===== config.mk =====
export PLATFORM = sky130hd
export DESIGN_NAME = alu_exec
export DESIGN_NICKNAME = d
export VERILOG_FILES = /design/src/rtl/alu_exec.sv
export SDC_FILE = /design/constraint.sdc
export NUM_CORES = 1
export LEC_CHECK = 0
export ABC_AREA = 1
export CORE_MARGIN = 3
export CORE_UTILIZATION = 59
export CTS_BUF_LIST = sky130_fd_sc_hd__clkbuf_16
export DETAILED_ROUTE_END_ITERATION = 10
export PLACE_DENSITY_LB_ADDON = 0.12
export RECOVER_POWER = 50
export SLEW_MARGIN = 20
export SYNTH_ARGS = -nofsm -noshare
export SYNTH_HDL_FRONTEND = slang
export SYNTH_SLANG_ARGS = --single-unit

===== constraint.sdc =====
create_clock -name clk -period 2.55 [get_ports clk]
set_input_delay 0.765 -clock clk [delete_from_list [all_inputs] [get_ports clk]]
set_output_delay 0.765 -clock clk [all_outputs]
set_load 0.05 [all_outputs]

===== src/rtl/alu_exec.sv =====
// alu_exec: execute-stage ALU with valid/ready handshakes and an iterative 1-bit/cycle shifter.
// Define ALU_FAST_SHIFT_EN to replace the iterative shifter with a single-cycle barrel shifter.
module alu_exec #(
    parameter int DWIDTH = 32,
    parameter int AWIDTH = 4,
    parameter int SWIDTH = 5
) (
    input  logic              clk,
    input  logic              rst_n,
    input  logic              in_valid,
    output logic              in_ready,
    input  logic [AWIDTH-1:0] aluop,
    input  logic [DWIDTH-1:0] op_a,
    input  logic [DWIDTH-1:0] op_b,
    output logic              out_valid,
    input  logic              out_ready,
    output logic [DWIDTH-1:0] result,
    output logic              zero,
    output logic              busy
);
    // Codes follow the controller's {funct7[5], funct3} encoding.
    localparam logic [AWIDTH-1:0] ALUADD  = AWIDTH'(0);
    localparam logic [AWIDTH-1:0] ALUSLL  = AWIDTH'(1);
    localparam logic [AWIDTH-1:0] ALUSLT  = AWIDTH'(2);
    localparam logic [AWIDTH-1:0] ALUSLTU = AWIDTH'(3);
    localparam logic [AWIDTH-1:0] ALUXOR  = AWIDTH'(4);
    localparam logic [AWIDTH-1:0] ALUSRL  = AWIDTH'(5);
    localparam logic [AWIDTH-1:0] ALUOR   = AWIDTH'(6);
    localparam logic [AWIDTH-1:0] ALUAND  = AWIDTH'(7);
    localparam logic [AWIDTH-1:0] ALUSUB  = AWIDTH'(8);
    localparam logic [AWIDTH-1:0] ALUSRA  = AWIDTH'(13);

`ifdef ALU_FAST_SHIFT_EN
    typedef enum logic [1:0] {IDLE, DONE} state_t;
`else
    typedef enum logic [1:0] {IDLE, SHIFT, DONE} state_t;
`endif

    state_t            state_q, state_d;
    logic [DWIDTH-1:0] res_q, res_d, alu_res;
    logic              zero_q, zero_d, load, accept;
    logic [SWIDTH-1:0] shamt;

    assign shamt     = op_b[SWIDTH-1:0];
    assign in_ready  = (state_q == IDLE) || (state_q == DONE && out_ready);
    assign accept    = in_valid && in_ready;
    assign out_valid = (state_q == DONE);
    assign result    = res_q;
    assign zero      = zero_q;

    always_comb begin
        alu_res = op_a + op_b;
        case (aluop)
            ALUSUB:  alu_res = op_a - op_b;
            ALUSLT:  alu_res = DWIDTH'($signed(op_a) < $signed(op_b));
            ALUSLTU: alu_res = DWIDTH'(op_a < op_b);
            ALUXOR:  alu_res = op_a ^ op_b;
            ALUOR:   alu_res = op_a | op_b;
            ALUAND:  alu_res = op_a & op_b;
`ifdef ALU_FAST_SHIFT_EN
            ALUSLL:  alu_res = op_a << shamt;
            ALUSRL:  alu_res = op_a >> shamt;
            ALUSRA:  alu_res = DWIDTH'($signed(op_a) >>> shamt);
`else
            ALUSLL, ALUSRL, ALUSRA: alu_res = op_a;
`endif
            default: alu_res = op_a + op_b;
        endcase
    end

`ifdef ALU_FAST_SHIFT_EN
    assign busy = 1'b0;

    always_comb begin
        state_d = state_q;
        res_d   = res_q;
        load    = 1'b0;
        if (accept) begin
            load    = 1'b1;
            res_d   = alu_res;
            state_d = DONE;
        end else if (state_q == DONE && out_ready) begin
            state_d = IDLE;
        end
        zero_d = load ? (res_d == '0) : zero_q;
    end
`else
    logic [SWIDTH-1:0] cnt_q, cnt_d;
    logic [AWIDTH-1:0] sop_q, sop_d;
    logic [DWIDTH-1:0] step;
    logic              is_shift;

    assign busy     = (state_q == SHIFT);
    assign is_shift = (aluop == ALUSLL) || (aluop == ALUSRL) || (aluop == ALUSRA);
    // res_q doubles as the shift working register; out_valid is low meanwhile.
    assign step     = (sop_q == ALUSLL) ? {res_q[DWIDTH-2:0], 1'b0}
                                        : {(sop_q == ALUSRA) && res_q[DWIDTH-1], res_q[DWIDTH-1:1]};

    always_comb begin
        state_d = state_q;
        res_d   = res_q;
        cnt_d   = cnt_q;
        sop_d   = sop_q;
        load    = 1'b0;
        if (accept) begin
            load    = 1'b1;
            res_d   = alu_res;
            state_d = DONE;
            if (is_shift && shamt != '0) begin
                state_d = SHIFT;
                cnt_d   = shamt;
                sop_d   = aluop;
            end
        end else if (state_q == SHIFT) begin
            load    = 1'b1;
            res_d   = step;
            cnt_d   = cnt_q - 1'b1;
            state_d = (cnt_q == SWIDTH'(1)) ? DONE : SHIFT;
        end else if (state_q == DONE && out_ready) begin
            state_d = IDLE;
        end
        zero_d = load ? (res_d == '0) : zero_q;
    end

    always_ff @(posedge clk or negedge rst_n) begin
        if (!rst_n) begin
            cnt_q <= '0;
            sop_q <= ALUADD;
        end else begin
            cnt_q <= cnt_d;
            sop_q <= sop_d;
        end
    end
`endif

    always_ff @(posedge clk or negedge rst_n) begin
        if (!rst_n) begin
            state_q <= IDLE;
            res_q   <= '0;
            zero_q  <= 1'b0;
        end else begin
            state_q <= state_d;
            res_q   <= res_d;
            zero_q  <= zero_d;
        end
    end
endmodule


==> results, run 1 <==
- The number of register bits inferred by synthesis is 44.
- The cell area after synthesis is 9060 sq um.
- The die outline width is 130 um.
- The flow did not finish.
- Buffers placed on the I/O ports in this run total 107.
- The die span in y is 130 um.
- The number of sinks on the clock net is 44.
- The synthesized design contains 0 enable-type register cells.
- After technology mapping, the gate count stands at 1680.
- For this run, the register share of the synthesized area comes to 0.122.
- The flip-flop cell with the highest count after synthesis is sky130_fd_sc_hd__dfrtp_1.
- Once the clock tree was built, the resizer swapped 701 gates to a different size.
- The post-CTS setup-driven buffer insertion count is 52.
- The number of placed I/O pins is 108.
- For this configuration, the core starts out at a cell density of 0.614.
- The worst-case clock buffer depth is 2.
- The final weighted congestion of routability-driven global placement is 1.18.
- The floorplan has 44 rows.
- The number of clock buffers added by TritonCTS is 5.
- Detailed placement ended at an HPWL of 31700 um.
- The number of instances in the placed design is 2237.
- The count of unique library cells instantiated by Yosys is 36.
- The average size of a mapped cell is 5.39 sq um.
- The placement-stage worst setup slack is -1.18 ns.
- The fraction of registers with async set/reset is 1.00.
- The number of buffers inserted for hold repair after clock tree synthesis is 0.
- The count of yosys warnings during synthesis is 0.
- The buffer cell driving the clock tree root is sky130_fd_sc_hd__clkbuf_16.
- The tool reported: "[ERROR DPL-0038] Utilization greater than 100%, impossible to legalize".
- The maximum level of the CTS H-tree is 2.
- The number of nets in the synthesized netlist is 1852.
- The stage where the flow stopped is 4_1_cts.
-- cells in the mapped netlist (3+ instances only) --
library cell	n	area, sq um
sky130_fd_sc_hd__a21oi_1	103	515
sky130_fd_sc_hd__a221oi_1	13	114
sky130_fd_sc_hd__a31oi_1	4	25.0
sky130_fd_sc_hd__buf_1	5	18.8
sky130_fd_sc_hd__buf_2	35	175
sky130_fd_sc_hd__clkbuf_1	9	33.8
sky130_fd_sc_hd__dfrtp_1	44	1100
sky130_fd_sc_hd__ha_1	98	1230
sky130_fd_sc_hd__inv_1	334	1250
sky130_fd_sc_hd__nand2_1	488	1830
sky130_fd_sc_hd__nand2_2	3	18.8
sky130_fd_sc_hd__nand3_1	176	881
sky130_fd_sc_hd__nand4_1	24	150
sky130_fd_sc_hd__nor2_1	160	601
sky130_fd_sc_hd__nor2_2	3	18.8
sky130_fd_sc_hd__nor3_1	19	95.1
sky130_fd_sc_hd__o211ai_1	4	30.0
sky130_fd_sc_hd__o21ai_0	78	390
sky130_fd_sc_hd__o21bai_1	15	113
sky130_fd_sc_hd__o22ai_1	42	263
-- cells by family after synthesis --
family | after synthesis | synth area share
flip-flops | 44 | 0.122
AO/OA/AOI/OAI | 266 | 0.166
buffers and inverters | 389 | 0.168
XOR/XNOR | 4 | 0.00387
AND/OR/NAND/NOR | 877 | 0.401
adder cells (fa/ha/maj) | 100 | 0.140
-- through the flow --
| stage | TNS, ns | instance area [sq um] |
|---|---|---|
| floorplan | -0.0861 | 9160 |
| global placement | -22.83 | 12700 |
| detailed placement | -27.14 | 12700 |
==> run 2, diff against run 1 <==
--- a/config.mk
+++ b/config.mk
@@ -7,10 +7,9 @@
 export LEC_CHECK = 0
 export ABC_AREA = 1
 export CORE_MARGIN = 3
-export CORE_UTILIZATION = 59
-export CTS_BUF_LIST = sky130_fd_sc_hd__clkbuf_16
+export CORE_UTILIZATION = 40
 export DETAILED_ROUTE_END_ITERATION = 10
-export PLACE_DENSITY_LB_ADDON = 0.12
+export PLACE_DENSITY_LB_ADDON = 0.15
 export RECOVER_POWER = 50
 export SLEW_MARGIN = 20
 export SYNTH_ARGS = -nofsm -noshare
==> results, run 2 <==
- The cell that appears most often on the critical path is sky130_fd_sc_hd__nand3_1.
- The synthesized net count is 1852 (unchanged).
- The library cells used most frequently in the layout, excluding fill and tap cells, are sky130_fd_sc_hd__buf_4, sky130_fd_sc_hd__nand2_1, sky130_fd_sc_hd__inv_1.
- The cell area after synthesis is 9060 sq um (unchanged).
- The count of maximum capacitance violations is 1.
- The maximum level of the CTS H-tree was 2 (unchanged).
- The overall fraction of global-route tracks in use is 0.348.
- Top post-synthesis cells by area: sky130_fd_sc_hd__nand2_1, sky130_fd_sc_hd__inv_1, sky130_fd_sc_hd__ha_1, sky130_fd_sc_hd__dfrtp_1, sky130_fd_sc_hd__nand3_1 (unchanged).
- The power density over the cells is 612 nW/um^2.
- The later pin in the worst-skew pair is clocked with a latency of 0.29 ns.
- The half-perimeter wire length after detailed placement was 35200 um (was 31700 um).
- The placement-stage worst setup slack is -1.24 ns (was -1.18 ns).
- The final worst slack is -0.332 ns.
- The count of buffers inserted at the top-level ports is 107 (unchanged).
- Data on the critical path arrives at its endpoint at 3.11 ns.
- Along the worst path, the maximum fanout reaches 3.
- The number of placed I/O pins is 108 (unchanged).
- The number of nets still failing antenna checks after routing is 0.
- The total clock buffers created by CTS came to 5 (unchanged).
- The final standard cell area without fillers is 16700 sq um.
- The average size of a mapped cell is 5.39 sq um (unchanged).
- The number of cells produced by synthesis is 1680 (unchanged).
- The count of yosys warnings during synthesis was 0 (unchanged).
- The number of antenna diodes in the final layout is 0.
- The number of buffers inserted for hold repair after clock tree synthesis was 0 (unchanged).
- Timing would allow up to 347 MHz.
- After the first detailed-routing iteration, the DRC count stood at 1022.
- The count of final max-slew check failures came to 36.
- For this run the aggregate overflow at the end of global routing stands at 0.
- The slew at the pin closest to its max-slew limit is 1.99 ns.
- The worst hold path belongs to the class reg -> reg.
- The worst-case IR drop observed on VDD is 0.560 mV.
- The number of flip-flops in the largest register is 32.
- Traced cell by cell, the critical path runs through buf_6 -> buf_6 -> inv_12 -> ha_4 -> inv_4 -> fa_2 -> buf_6 -> nand3_1 -> nand3_1 -> nand3_1 -> nand3_2 -> a21oi_2 -> nand2_1 -> nor2_2 -> nand2_1 -> nor2_1 -> nand3_1 -> nor2_1 -> nand3_1 -> nor2_1 -> nand2_1 -> nand2_1.
- The count of unique library cells instantiated by Yosys is 36 (unchanged).
- The buffer cell driving the clock tree root is sky130_fd_sc_hd__clkbuf_16 (unchanged).
- Of the available clock period, the critical path in the final layout requires 1.13.
- The area growth from synthesis to layout is 84.0%.
- The library cell contributing the largest single delay on the critical path is sky130_fd_sc_hd__fa_2.
- The global-route wire length before repair is 67600 um.
- The placed instance area was 13300 sq um (was 12700 sq um).
- The library cell with the largest summed area after synthesis is sky130_fd_sc_hd__nand2_1 (unchanged).
- STA classifies the critical path startpoint as a primary input.
- Run status: finished, violations left (was aborted with a tool error).
- The count of standard-cell rows was 54 (was 44).
- The number of register bits inferred by synthesis came to 44 (unchanged).
- The area share of the largest cell type after synthesis was 0.202 (unchanged).
- Along the worst hold path, the cell count comes to 2.
- The final number of hold-violating endpoints is 0.
- The worst-case clock buffer depth is 2 (unchanged).
- The start-to-end type of the worst setup path is in -> reg.
- The DRC violation count after routing is 0.
- The most numerous cell in the Yosys netlist is sky130_fd_sc_hd__nand2_1 (unchanged).
- The initial antenna violation count was 0.
- Entering global routing, the biggest net connects 36 pins.
- STA puts the critical path data required time at 2.78 ns.
- The die outline width is 156 um (was 130 um).
- The path depth of the worst reg2reg path is 19.
- The worst setup path is captured at a flop.
- Setup repair after global routing could not meet its margin everywhere.
- The cell family contributing the most delay on the critical path is simple AND/OR/NAND/NOR gates.
- The total length of routed wires is 45300 um.
- The buffering stage count on the worst path with inverters included is 5.
- The worst-case clock skew is 0.00679 ns.
- The initial standard-cell utilization of the core came to 0.411 (was 0.614).
- The vias after detailed routing is 13421.
- The total setup violations reported at the end of the flow is 8.
- The placeable core area is 22000 sq um.
- For this run, the slowest stage of the critical path takes 0.36 ns.
- The average vias per placed instance is 5.39.
- Most frequent cells after synthesis: sky130_fd_sc_hd__nand2_1, sky130_fd_sc_hd__inv_1, sky130_fd_sc_hd__nand3_1 (unchanged).
- Of the cells placed in the final design, the portion with a size suffix greater than 1 is 0.496.
- The share of the yosys chip area belonging to registers is 0.122 (unchanged).
- The first detailed-routing pass took 6 iterations.
- The via count of the first global-routing pass was 12896.
- The number of sinks on the clock net is 44 (unchanged).
- Leaving out fill and tap cells, the most frequent cell in the layout is sky130_fd_sc_hd__buf_4.
- The wire length per cell is 18.2 um.
- In the final design database the tool counted 2381 nets.
- The total leakage power is 0.00857 uW.
- The die span in y is 156 um (was 130 um).
- The flip-flop cell with the highest count after synthesis is sky130_fd_sc_hd__dfrtp_1 (unchanged).
- The smallest clock period supported by the final layout is computed as 2.88 ns.
- The headroom to the max-slew limit is -0.327.
- The number of cells on the critical path is 22.
- The clock-pin slew of the registers on the worst-case setup and hold paths is 0.07 ns.
- The die area is 24500 sq um.
- The number of enable flip-flop cells after synthesis is 0 (unchanged).
- TritonCTS built the clock tree.
- The final weighted congestion of routability-driven global placement is 1.04 (was 1.18).
- The final sum of negative setup slack is -0.820 ns.
- The checks that failed: capacitance limit, slew limit, setup timing.
- The fraction of registers with async set/reset is 1.00 (unchanged).
## run 2: cell counts after synthesis
No cell type changed its count.
## run 2: what timing repair did
item | 4_1_cts | 5_1_grt
pin swaps | 209 | 119
setup endpoints to repair | 39 | 27
hold endpoints to repair | 0 | 0
setup buffers | 66 | 24
resized for setup | 775 | 227
## run 2: worst paths after layout
kind                            slack (ns)       start        end
worst min-delay path                  0.46    sop_q[0]   sop_q[0]
min in group asynchronous             1.03       rst_n  result[4]
max in group asynchronous             0.37       rst_n  result[3]
worst max register to register        0.29  state_q[1]       zero
worst min register to register        0.46    sop_q[0]   sop_q[0]
worst max-delay path                 -0.33     op_a[0]       zero
## run 2: per-stage QoR
step,instances,power (uW),utilization,hold WS [ns]
final,2490,10200,0.757,0.457
after global routing,2490,10800,0.757,0.483
after CTS,2469,9790,0.726,0.455
after detailed placement,2397,8120,0.605,0.437
after global placement,2397,8050,0.605,0.435
after floorplan,1680,5000,-,0.423
## run 2: final cells by class
class,count,area [sq um]
fillers,1763,5360
multi-input cells,1247,8980
inverters,336,1320
clock buffers,5,125
flip-flops and latches,44,1100
well taps,280,350
clock inverters,3,46.3
repair buffers,575,4740
## run 2: kinds of logic after synthesis
logic type      share of synthesized area
flops                               0.122
buf+inv                             0.168
compound gates                      0.166
xor+xnor                          0.00387
simple gates                        0.401
fa+ha+maj                           0.140
## run 2: worst min-delay path, delay by kind of cell (launching register included)
family | cells | cell delay (ns)
DFF | 1 | 0.33
and+or+nand+nor | 1 | 0.06
buffers and inverters | 1 | 0.04
## run 2: layer usage
layer	part of all wire	global-route usage
met1	0.40	0.441
met2	0.48	0.598
met3	0.074	0.0376
met4	0.051	0.153
met5	0	0
## run 2: report_power, final
| group | leakage [uW] | switching, uW | internal, uW |
|---|---|---|---|
| clock | 0.0000804 | 282 | 466 |
| sequential | 0.000537 | 319 | 1050 |
| combinational | 0.00795 | 4770 | 3320 |
Power figures use the tool's default switching activity.
==> run 3, diff against run 2 <==
--- a/config.mk
+++ b/config.mk
@@ -6,7 +6,7 @@
 export NUM_CORES = 1
 export LEC_CHECK = 0
 export ABC_AREA = 1
-export CORE_MARGIN = 3
+export CORE_MARGIN = 2
 export CORE_UTILIZATION = 40
 export DETAILED_ROUTE_END_ITERATION = 10
 export PLACE_DENSITY_LB_ADDON = 0.15
==> results, run 3 (synthesis gave the netlist of run 2 again) <==
- The total setup violations reported at the end of the flow is 11 (was 8).
- The placeable core area is 22400 sq um (was 22000 sq um).
- The origin of the worst min-delay path is sop_q[0] (unchanged).
- The launching point of the worst reg2reg path is sop_q[0] (was state_q[1]).
- The combinational share of power is 0.799 (was 0.793).
- The number of flip-flops in the largest register came to 32 (unchanged).
- The violation count after the first detailed-route iteration is 1196 (was 1022).
- The required time at the worst-slack endpoint came to 2.78 ns (about the same).
- The upper clock frequency limit is 338 MHz (was 347 MHz).
- The final number of hold-violating endpoints is 0 (unchanged).
- The buffer cell driving the clock tree root is sky130_fd_sc_hd__clkbuf_16 (unchanged).
- The global-route wire length before repair was 72200 um (was 67600 um).
- The data arrival at the endpoint of the critical path was 3.18 ns (was 3.11 ns).
- The worst supply voltage drop on vdd is 0.657 mV (was 0.560 mV).
- The clock-pin slew of the registers on the worst-case setup and hold paths is 0.07 ns (about the same).
- Most frequent cells in the layout: sky130_fd_sc_hd__buf_4, sky130_fd_sc_hd__nand2_1, sky130_fd_sc_hd__inv_1 (unchanged).
- The element type at the critical path start is a primary input (unchanged).
- The power density over the cells was 620 nW/um^2 (was 612 nW/um^2).
- The class of the tightest hold or removal check is reg -> reg (unchanged).
- The switching power summed over all nets is 5520 uW (was 5370 uW).
- The die span in y is 154 um (was 156 um).
- The initial standard-cell utilization of the core is 0.404 (was 0.411).
- The worst-case clock skew came to 0.00586 ns (was 0.00679 ns).
- The cell-internal power is 5060 uW (was 4840 uW).
- The count of buffers inserted at the top-level ports is 107 (unchanged).
- The highest net fanout along the worst path is 3 (unchanged).
- The switching portion of total power is 0.522 (was 0.526).
- The share of power burned in registers is 0.130 (was 0.134).
- The leading cell type in the layout, fill and taps excluded is sky130_fd_sc_hd__buf_4 (unchanged).
- The die area is 23900 sq um (was 24500 sq um).
- The overall power consumption is 10600 uW (was 10200 uW).
- The count of final max-slew check failures is 0 (was 36).
- The clock share of power came to 0.071 (was 0.073).
- Run status: finished, violations left (unchanged).
- The count of maximum capacitance violations is 0 (was 1).
- The slew at the pin closest to its max-slew limit is 1.11 ns (was 1.99 ns).
- The number of iterations in the first detailed-routing pass is 9 (was 6).
- The wire length per cell is 18.8 um (was 18.2 um).
- The number of sinks on the clock net is 44 (unchanged).
- The half-perimeter wire length after detailed placement came to 36200 um (was 35200 um).
- The via count of the first global-routing pass is 13499 (was 12896).
- The vias after detailed routing is 13732 (was 13421).
- The DRC violation count after routing was 0 (unchanged).
- The worst-case clock buffer depth is 2 (unchanged).
- The final layout net count is 2397 (was 2381).
- The largest net degree at the start of global routing came to 45 (was 36).
- The share of the clock period used by the worst path after layout is 1.16 (was 1.13).
- Violated checks: setup timing (was capacitance limit, slew limit, setup timing).
- The start-to-end type of the worst setup path is in -> reg (unchanged).
- The total leakage power is 0.00877 uW (was 0.00857 uW).
- The clock period minus worst slack came to 2.95 ns (was 2.88 ns).
- The final global-route overflow total was 0 (unchanged).
- The first element of the critical path is op_a[0] (unchanged).
- The later-pin clock latency in the skew report is 0.29 ns (about the same).
- The CTS tree is yes (unchanged).
- The area growth from synthesis to layout was 88.5% (was 84.0%).
- The final sum of negative setup slack is -1.64 ns (was -0.820 ns).
- The final weighted congestion of routability-driven global placement is 1.01 (was 1.04).
- The maximum level of the CTS H-tree is 2 (unchanged).
- The number of placed I/O pins is 108 (unchanged).
- The average vias per placed instance is 5.47 (was 5.39).
- The final worst slack is -0.405 ns (was -0.332 ns).
- The sort of element at the end of the critical path is a flop (unchanged).
- The number of buffers inserted for hold repair after clock tree synthesis is 0 (unchanged).
- The die outline width is 154 um (was 156 um).
- The share of layout cells above drive strength 1 is 0.516 (was 0.496).
- The count of standard-cell rows is 55 (was 54).
- The total length of routed wires is 47200 um (was 45300 um).
- The total clock buffers created by CTS is 5 (unchanged).
- The worst-case hold slack is 0.448 ns (was 0.457 ns).
- RSZ-0062 raised after global routing: yes (unchanged).
- The number of nets still failing antenna checks after routing is 0 (unchanged).
- The initial antenna violation count is 0 (unchanged).
- The count of inserted antenna diode cells was 0 (unchanged).
- The overall fraction of global-route tracks in use is 0.382 (was 0.348).
- The headroom to the max-slew limit is 0.258 (was -0.327).
==> run 3: cell count changes in the layout (fill, tap and decap cells not counted), moves of 6 or more <==
cell                       previous run  this run
sky130_fd_sc_hd__nand3_1            126       105
sky130_fd_sc_hd__buf_2               14        32
sky130_fd_sc_hd__inv_4               13        19
sky130_fd_sc_hd__buf_4              403       418
sky130_fd_sc_hd__nand3_2             36        56
sky130_fd_sc_hd__buf_6               63        56
sky130_fd_sc_hd__buf_12              13        20
sky130_fd_sc_hd__clkbuf_2            27         2
sky130_fd_sc_hd__inv_1              217       210
==> run 3: power groups by stage <==
| stage | Clock [uW] | Sequential (uW) | Combinational (uW) |
|---|---|---|---|
| after floorplan | 0 | 2140 | 2860 |
| after global placement | 0 | 1370 | 6750 |
| after detailed placement | 0 | 1360 | 6810 |
| after CTS | 756 | 1360 | 7960 |
| after global routing | 784 | 1400 | 9040 |
| final | 753 | 1380 | 8450 |
==> run 3: final cells by class <==
class                      count  area [sq um]
fill                        1771          5360
sequential                    44          1100
clock buffer                   5           125
multi-input combinational   1247          9090
clock inverter                 3          46.3
inverter                     336          1340
timing repair buffer         591          5020
tap                          285           357
==> run 3: final timing paths <==
| check | end | slack [ns] | cells past startpoint |
|---|---|---|---|
| worst max register to register | zero | 0.07 | 19 |
| worst min register to register | sop_q[0] | 0.45 | 2 |
| worst min-delay path | sop_q[0] | 0.45 | 2 |
| max in group asynchronous | result[12] | 1.10 | 2 |
| min in group asynchronous | result[5] | 0.77 | 2 |
| worst max-delay path | zero | -0.40 | 22 |
==> run 3: worst max-delay path, stage by stage <==
cell and delay [ns]:
sky130_fd_sc_hd__buf_8 0.10, sky130_fd_sc_hd__buf_6 0.12, sky130_fd_sc_hd__inv_12 0.05, sky130_fd_sc_hd__ha_4 0.13, sky130_fd_sc_hd__inv_4 0.04, sky130_fd_sc_hd__fa_2 0.35, sky130_fd_sc_hd__nand2_1 0.09, sky130_fd_sc_hd__nand2_2 0.08
sky130_fd_sc_hd__nand3_2 0.09, sky130_fd_sc_hd__nand2_2 0.07, sky130_fd_sc_hd__nand2_2 0.10, sky130_fd_sc_hd__buf_6 0.10, sky130_fd_sc_hd__nand3_1 0.06, sky130_fd_sc_hd__nand3_1 0.08, sky130_fd_sc_hd__nand3_2 0.11, sky130_fd_sc_hd__a21oi_2 0.20
sky130_fd_sc_hd__nand3_2 0.11, sky130_fd_sc_hd__nor2_2 0.13, sky130_fd_sc_hd__nand3_2 0.10, sky130_fd_sc_hd__nor3_2 0.19, sky130_fd_sc_hd__nand2_1 0.07, sky130_fd_sc_hd__nand2_1 0.06
==> run 3: timing repair <==
action | 4_1_cts | 5_1_grt
pin swaps | 246 | 91
resized for setup | 938 | 130
buffers inserted | 83 | 21
endpoints found under the setup margin | 41 | 22
==> run 3: through the flow <==
step | std cells | worst slack [ns] | cell area (sq um) | util
6_report | 2511 | -0.405 | 17100 | 0.761
5_1_grt | 2511 | -0.510 | 17100 | 0.761
4_1_cts | 2493 | -0.402 | 16500 | 0.735
3_5_place_dp | 2408 | -1.33 | 13400 | 0.597
3_3_place_gp | 2408 | -1.33 | 13400 | 0.597
2_1_floorplan | 1680 | -0.0861 | 9160 | -
==> run 3: routing by layer <==
metal / up-vias / GRT usage / wire, um / part of all wire
li1: 6446 / - / - / -
met1: 6449 / 0.477 / 18600 / 0.39
met2: 657 / 0.661 / 22400 / 0.48
met3: 180 / 0.0398 / 3440 / 0.073
met4: 0 / 0.180 / 2730 / 0.058
met5: - / 0 / 0 / 0
